==> src/rtl/inst_cache_param.sv <==
// Direct-mapped instruction cache with a combinational hit path and a
// word-per-beat line refill engine that can be squashed by a flush.
module inst_cache_param #(
    parameter int IDX_BITS  = 5,
    parameter int WORD_BITS = 1,
    parameter int ADDR_BITS = 18
) (
    input  logic        clk,
    input  logic        rst,
    input  logic        rdy,
    input  logic [31:0] pc_addr,
    input  logic        flush,
    output logic        hit,
    output logic [31:0] ins_out,
    output logic        mem_req,
    output logic [31:0] mem_addr,
    input  logic        mem_ack,
    input  logic [31:0] mem_data
);

    localparam int LINES   = 1 << IDX_BITS;
    localparam int WORDS   = 1 << WORD_BITS;
    localparam int IDX_LSB = WORD_BITS + 2;
    localparam int TAG_LSB = IDX_BITS + WORD_BITS + 2;
    localparam int TAG_W   = ADDR_BITS - TAG_LSB;

    typedef enum logic {
        S_IDLE   = 1'b0,
        S_REFILL = 1'b1
    } state_t;

    state_t                 r_state;
    state_t                 w_state_next;

    logic [LINES-1:0]       r_valid;
    logic [TAG_W-1:0]       r_tag_arr [LINES];
    logic [31:0]            r_data_arr [LINES*WORDS];

    // Line-aligned refill address, i.e. pc_addr[31:IDX_LSB] captured on the miss.
    logic [31-IDX_LSB:0]    r_base_line;
    logic [WORD_BITS-1:0]   r_beat;
    logic                   r_squash;
    logic                   r_mem_req;
    logic [31:0]            r_mem_addr;

    logic [WORD_BITS-1:0]   w_offset;
    logic [IDX_BITS-1:0]    w_index;
    logic [TAG_W-1:0]       w_tag;
    logic [IDX_BITS-1:0]    w_ref_index;
    logic [TAG_W-1:0]       w_ref_tag;
    logic [WORD_BITS-1:0]   w_beat_inc;
    logic                   w_start;
    logic                   w_ack;
    logic                   w_last;
    logic                   w_unused;

    assign w_offset    = pc_addr[IDX_LSB-1:2];
    assign w_index     = pc_addr[TAG_LSB-1:IDX_LSB];
    assign w_tag       = pc_addr[ADDR_BITS-1:TAG_LSB];
    assign w_ref_index = r_base_line[IDX_BITS-1:0];
    assign w_ref_tag   = r_base_line[ADDR_BITS-1-IDX_LSB:IDX_BITS];
    assign w_beat_inc  = r_beat + 1'b1;
    assign w_unused    = ^pc_addr[1:0];

    assign hit      = r_valid[w_index] && (r_tag_arr[w_index] == w_tag);
    assign ins_out  = hit ? r_data_arr[{w_index, w_offset}] : 32'd0;
    assign mem_req  = r_mem_req;
    assign mem_addr = r_mem_addr;

    // A flush in the same cycle as a miss wins: no refill is started.
    assign w_start = rdy && (r_state == S_IDLE) && !flush && !hit;
    assign w_ack   = rdy && (r_state == S_REFILL) && mem_ack;
    assign w_last  = w_ack && (&r_beat);

    always_ff @(posedge clk) begin
        if (rst) begin
            r_state <= S_IDLE;
        end else if (rdy) begin
            r_state <= w_state_next;
        end
    end

    always_comb begin
        w_state_next = r_state;
        case (r_state)
            S_IDLE:   if (w_start) w_state_next = S_REFILL;
            S_REFILL: if (w_last)  w_state_next = S_IDLE;
            default:  w_state_next = S_IDLE;
        endcase
    end

    always_ff @(posedge clk) begin
        if (rst) begin
            r_valid     <= '0;
            r_base_line <= '0;
            r_beat      <= '0;
            r_squash    <= 1'b0;
            r_mem_req   <= 1'b0;
            r_mem_addr  <= 32'd0;
        end else if (rdy) begin
            if (w_start) begin
                r_base_line <= pc_addr[31:IDX_LSB];
                r_beat      <= '0;
                r_squash    <= 1'b0;
                r_mem_req   <= 1'b1;
                r_mem_addr  <= {pc_addr[31:IDX_LSB], {IDX_LSB{1'b0}}};
            end
            if (w_ack) begin
                r_beat     <= w_beat_inc;
                r_mem_addr <= {r_base_line, w_beat_inc, 2'b00};
                if (w_last) begin
                    r_mem_req <= 1'b0;
                end
            end
            if (flush && (r_state == S_REFILL)) begin
                r_squash <= 1'b1;
            end
            // Line being refilled stays invalid until its last beat lands.
            if (flush) begin
                r_valid <= '0;
            end else begin
                if (w_start) begin
                    r_valid[w_index] <= 1'b0;
                end
                if (w_last && !r_squash) begin
                    r_valid[w_ref_index] <= 1'b1;
                end
            end
        end
    end

    always_ff @(posedge clk) begin
        if (!rst && w_ack) begin
            r_data_arr[{w_ref_index, r_beat}] <= mem_data;
        end
        if (!rst && w_last) begin
            r_tag_arr[w_ref_index] <= w_ref_tag;
        end
    end

endmodule
==> config.mk <==
export PLATFORM = sky130hd
export DESIGN_NAME = inst_cache_param
export DESIGN_NICKNAME = d
export VERILOG_FILES = /design/src/rtl/inst_cache_param.sv
export SDC_FILE = /design/constraint.sdc
export NUM_CORES = 2
export LEC_CHECK = 0
export BUFFER_PORTS_ARGS = -buffer_cell sky130_fd_sc_hd__buf_2
export CAP_MARGIN = 20
export CORE_UTILIZATION = 55
export CTS_CLUSTER_DIAMETER = 60
export DETAILED_ROUTE_END_ITERATION = 8
export GPL_TIMING_DRIVEN = 0
export PLACE_DENSITY = 0.74
export SLEW_MARGIN = 0
export SYNTH_ARGS = -nofsm -noshare
export SYNTH_HDL_FRONTEND = slang
export SYNTH_SLANG_ARGS = --single-unit
==> constraint.sdc <==
create_clock -name clk -period 3.7 [get_ports clk]
set_input_delay 0.555 -clock clk [delete_from_list [all_inputs] [get_ports clk]]
set_output_delay 0.555 -clock clk [all_outputs]
set_load 0.005 [all_outputs]
# After elaboration in Yosys (flattened, before gate mapping)
# Memories as Yosys holds them, arrays and structs flattened.
# Cells that the tools add are included.
# totals
register_bits	97
ramBits	2368
input_bits	69
out_inout_bits	66
word_cells	69
memories	2
# memory_table
memory	depth	width	read_ports	rd_ports_with_merged_regs	write_ports	line_no	rtl
r_data_arr	64	32	1	0	1	37	logic [31:0] r_data_arr [LINES*WORDS];
r_tag_arr	32	10	1	0	1	36	logic [TAG_W-1:0] r_tag_arr [LINES];
# op_classes
addsub	1
n_lt_le_gt_ge	4
n_eq_ne	1
mux	28
bitwise	4
n_reduce_logical	22
# op_table
op	count
32-bit two-way mux	9
32-bit bitwise AND	1
32-bit NOT	1
32-bit bitwise OR	1
1-bit two-way mux	15
1-bit logical AND	13
5-bit by 6-bit less-than comparator with 1-bit output, second input constant	2
1-bit demux with 5-bit select	2
10-bit == test	1
5-bit by 1-bit >= comparator with 1-bit output, second input constant	2
2-bit AND reduction	3
1-bit binary-select mux with 5-bit select	1
1-bit zero test	4
2-bit nonzero test	2
1-bit case mux with 2 select lines	1
1-bit adder, second input constant	1
1-bit NOT	1

# Logic depth before layout (Yosys ltp)
# logic_depth
depth_word	13
mapped_depth	13
ltp_nobuf	8

# Worst setup path after synthesis
# Ideal clock, no wire load.
# synth_path
kind	in2out
from	in pc_addr[3]
to	out ins_out[10]
arrival_time_ns	2.766
required_time_ns	3.145
path_slack_ns	0.379
cell_stages	11
path_buffers	3
cell_sequence	buf_4 or4_1 buf_2 o22ai_1 nor4_1 and3_1 or2_0 nor4_1 nand4_1 clkbuf_1 nor2_1
# synth_via
elab_chain_len	4
elab_cells_between_ends	7
cone_classes	eq/ne: 1; mux: 3; reduce/logical: 1; memory: 2
# synth_rtl
element	line_no	rtl
start: declaration	11	input logic [31:0] pc_addr,
memory read 32 x 10 bit / 1-bit binary-select mux with 5-bit select (equally long branches)	-	
10-bit == test / 1-bit two-way mux (equally long branches)	65	assign hit = r_valid[w_index] && (r_tag_arr[w_index] == w_tag);
1-bit logical AND	65	
32-bit two-way mux *	66	assign ins_out = hit ? r_data_arr[{w_index, w_offset}] : 32'd0;
end: declaration	14	output logic [31:0] ins_out,
# Mark *: on every way between the ends. The rest lies on a longest branch, timed or not. The select of a mux whose other input is x is not followed.

# Worst setup path in the final report
# layout_path
from	in pc_addr[4]
to	out ins_out[30]
# The elaborated chain is that of the path after synthesis.

==> results.toml <==
[die]
start_util_pct = 55.3
ioPinCount = 135
die_x_um = 417
core_sq_um = 171000
die_h_um = 417
rows = 152
die_area_sq_um = 174000

[setup_path]
cp_data_arrival_time_ns = 4.00
crit_slowest_cell = "a32oi_1"
cp_common_cell = "clkbuf_4"
path_class = "input port to output pin"
cp_cell_sequence = "clkbuf_4 -> buf_6 -> buf_12 -> clkbuf_4 -> clkbuf_2 -> mux4_2 -> nand2_1 -> a32oi_1 -> nand4_1 -> nor2_4 -> buf_2"
critPathCaptureType = "output pin"
rrSetupSlack_ns = -0.09
cp.required_ns = 3.14
cpPeakStageDelay_ns = 0.67
crit_fanout = 10
startpoint_type = "input port"

[run_status]
violations = "setup timing"
status = "finished with violations"

[yosys]
synth.avg_cell_area_sq_um = 20.7
ys_ff_latch = 2462
synthCells = 4584
ys_types = 60
ys.flop_type = "edfxtp_1"
yosys_warnings = 0
synth_edf_count = 2368
synthArstFlopShare_pct = 0
synth_area_sq_um = 94800
yosysSeqAreaShare_pct = 77.0

[power_and_ir_drop]
internal-power_uw = 44800
p_switching_uw = 13000
p_leak_uw = 0.0366
power_frac_seq_pct = 52.9
switching_share_pct = 22.4
clock_power_share_pct = 41.5
power.density_nw_per_um2 = 511
ir_drop_mv = 0.548
pwr-share-comb_pct = 5.6

[sta]
fin_crit_ns = 4.56
setup_tns_ns = -23.38
rsz0062_at_grt = "true"
hold_slack_ns = 0.0239
finalSetupViolCount = 107
timing_worst_slew_pin_value_ns = 1.44
setup_slack_ns = -0.858
fmax_mhz = 219
skew_ns = 0.0814
hold_viol_final = 0
fin_crit_sh_pct = 123
slew_violations = 0
slew-limit-headroom_pct = 4.00

[global_routing]
grt_max_degree = 65
grt_pass1_wl_um = 427000
antenna_found_initial = 18
grt_pass1_vias = 54000
grt_usage_pct = 36.2
gr-total-overflow = 0

[drt]
avgRoutedWirePerCell_um = 41.3
ant_nets = 0
first_pass_iters = 6
drt-initial-drc-count = 10500
vias_per_cell = 7.29
route.detailed.drc = 0
vias = 56500
wirelength_um = 320000

[cells_and_area]
syn2layout_area_growth_pct = 19.2
nets = 5291
fillers = 10500
stdcell_count = 7747
layout-drive-gt1-share_pct = 30.7

[clock_tree]
clk_latency_ns = 0.93
cts_buffer_depth = 3
cts.clk_slew.worst_paths_ns = 0.06
cts_root_buf = "clkbuf_16"
cts_tree = "yes"
cts.sinks = 2462
cts_buffers = 232
cts-htree-levels = 4

[placement]
dp_slack_ns = -2.27
gp_congestion = 0.941
dp.cells = 7177
dpl.hpwl_um = 195000
port_buffers = 127

[flow_run]
drv_cap = 0

[worst_hold_path]
hold_class = "input port to flip-flop"
## layout make-up
cell class                 count  area (sq um)  share of cell area, %
sequential                  2462         73000                   64.6
clock buffer                 285          6070                   5.37
inverter                       4          17.5                 0.0155
buffer                       290          1850                   1.64
clock inverter               149          1500                   1.33
antenna                       15          37.5                 0.0332
timing repair buffer         406          5500                   4.86
tap                         2310          2890                   2.56
multi-input combinational   1826         22100                   19.6
## power groups by stage
stage | sequential (uW) | clock, uW | combinational, uW
5_1_grt | 30600 | 24900 | 3270
2_1_floorplan | 31200 | 0 | 1420
6_report | 30600 | 24000 | 3230
3_5_place_dp | 31200 | 0 | 2740
3_3_place_gp | 31200 | 0 | 2570
4_1_cts | 30600 | 23700 | 2920
## Yosys cell counts (5+ instances only)
| master | count | area [sq um] |
|---|---|---|
| a21oi_1 | 33 | 165 |
| a31oi_1 | 5 | 31.3 |
| o21ai_0 | 18 | 90.1 |
| a22oi_1 | 12 | 90.1 |
| edfxtp_1 | 2368 | 71100 |
| mux4_2 | 528 | 11900 |
| nand2_1 | 337 | 1260 |
| o21ai_1 | 17 | 85.1 |
| and3_1 | 7 | 43.8 |
| nand4_1 | 38 | 238 |
| buf_6 | 8 | 90.1 |
| nor2_1 | 134 | 503 |
| mux2i_1 | 272 | 2720 |
| buf_1 | 59 | 221 |
| clkbuf_1 | 169 | 634 |
| a41oi_1 | 24 | 210 |
| o22ai_1 | 101 | 632 |
| buf_2 | 47 | 235 |
| buf_4 | 8 | 60.1 |
| o22a_1 | 32 | 280 |
| o211ai_1 | 28 | 210 |
| dfxtp_1 | 94 | 1880 |
| nand4bb_1 | 6 | 67.6 |
| nand3_1 | 8 | 40.0 |
| nor4_1 | 20 | 125 |
| a22o_1 | 24 | 210 |
| a32oi_1 | 128 | 1120 |
## timing repair
| item | 4_1_cts | 5_1_grt |
|---|---|---|
| setup buffers | 41 | 28 |
| cloned | 2 | 0 |
| hold buffers | 1 | 9 |
| gates resized for setup | 405 | 89 |
| setup endpoints to repair | 1057 | 336 |
| endpoints found under the hold margin | 1 | 61 |
| pin swaps | 60 | 41 |
## layout by cell type, fill, tap and decap left out, types with 71 or more instances in the layout
cell type	count
buf_4	71
nand2_1	334
a32oi_1	85
edfxtp_1	2368
clkbuf_1	125
buf_12	128
clkbuf_16	235
mux4_2	528
buf_2	159
dfxtp_1	94
nor2_4	99
mux2i_1	269
o22ai_1	92
## through the flow
step                      cell area (sq um)  util, %  total power, uW
after detailed placement             102000     59.4            34000
after floorplan                       94800        -            32600
after global placement                98300     57.4            33800
after global routing                 113000     65.9            58700
after CTS                            111000     65.1            57300
final                                113000     65.9            57800
## routing by layer
layer  routed length, um  share of wire, %  track usage [%]
met2              141000                44             53.4
met3               49300                15             12.6
met5                 250             0.078                0
met4               31100               9.7             27.3
met1               98300                31             44.4
## path summary, 6_finish.rpt
| check | start | cells after the start | to |
|---|---|---|---|
| setup / recovery | pc_addr[4] | 11 | ins_out[30] |
| hold reg to reg | r_base_line[19] | 2 | r_base_line[19] |
| setup reg to reg | r_state | 8 | r_data_arr[43][11] |
| hold / removal | mem_data[26] | 1 | r_data_arr[5][26] |
## cells by family after synthesis
kind of cell    Yosys count  synth area share (%)
flops                  2462                  77.0
xor+xnor                  5                0.0462
simple gates            588                  2.81
other cells               1               0.00396
compound gates          431                  3.40
buf+inv                 297                  1.35
mux                     800                  15.4
## worst max-delay path: cells and delay by family
kind	cells	cell delay [ns]
and+or+nand+nor	3	0.62
muxes	1	0.46
AOI/OAI and AO/OA	1	0.67
buffers and inverters	6	1.65
## flip-flops by register name, summed over array words and instances, names as in the netlist
register     flops
mem_req          1
r_valid         32
mem_addr        30
r_state          1
r_base_line     29
r_data_arr    2048
r_squash         1
r_tag_arr      320
(Power assumes the default switching activity.)
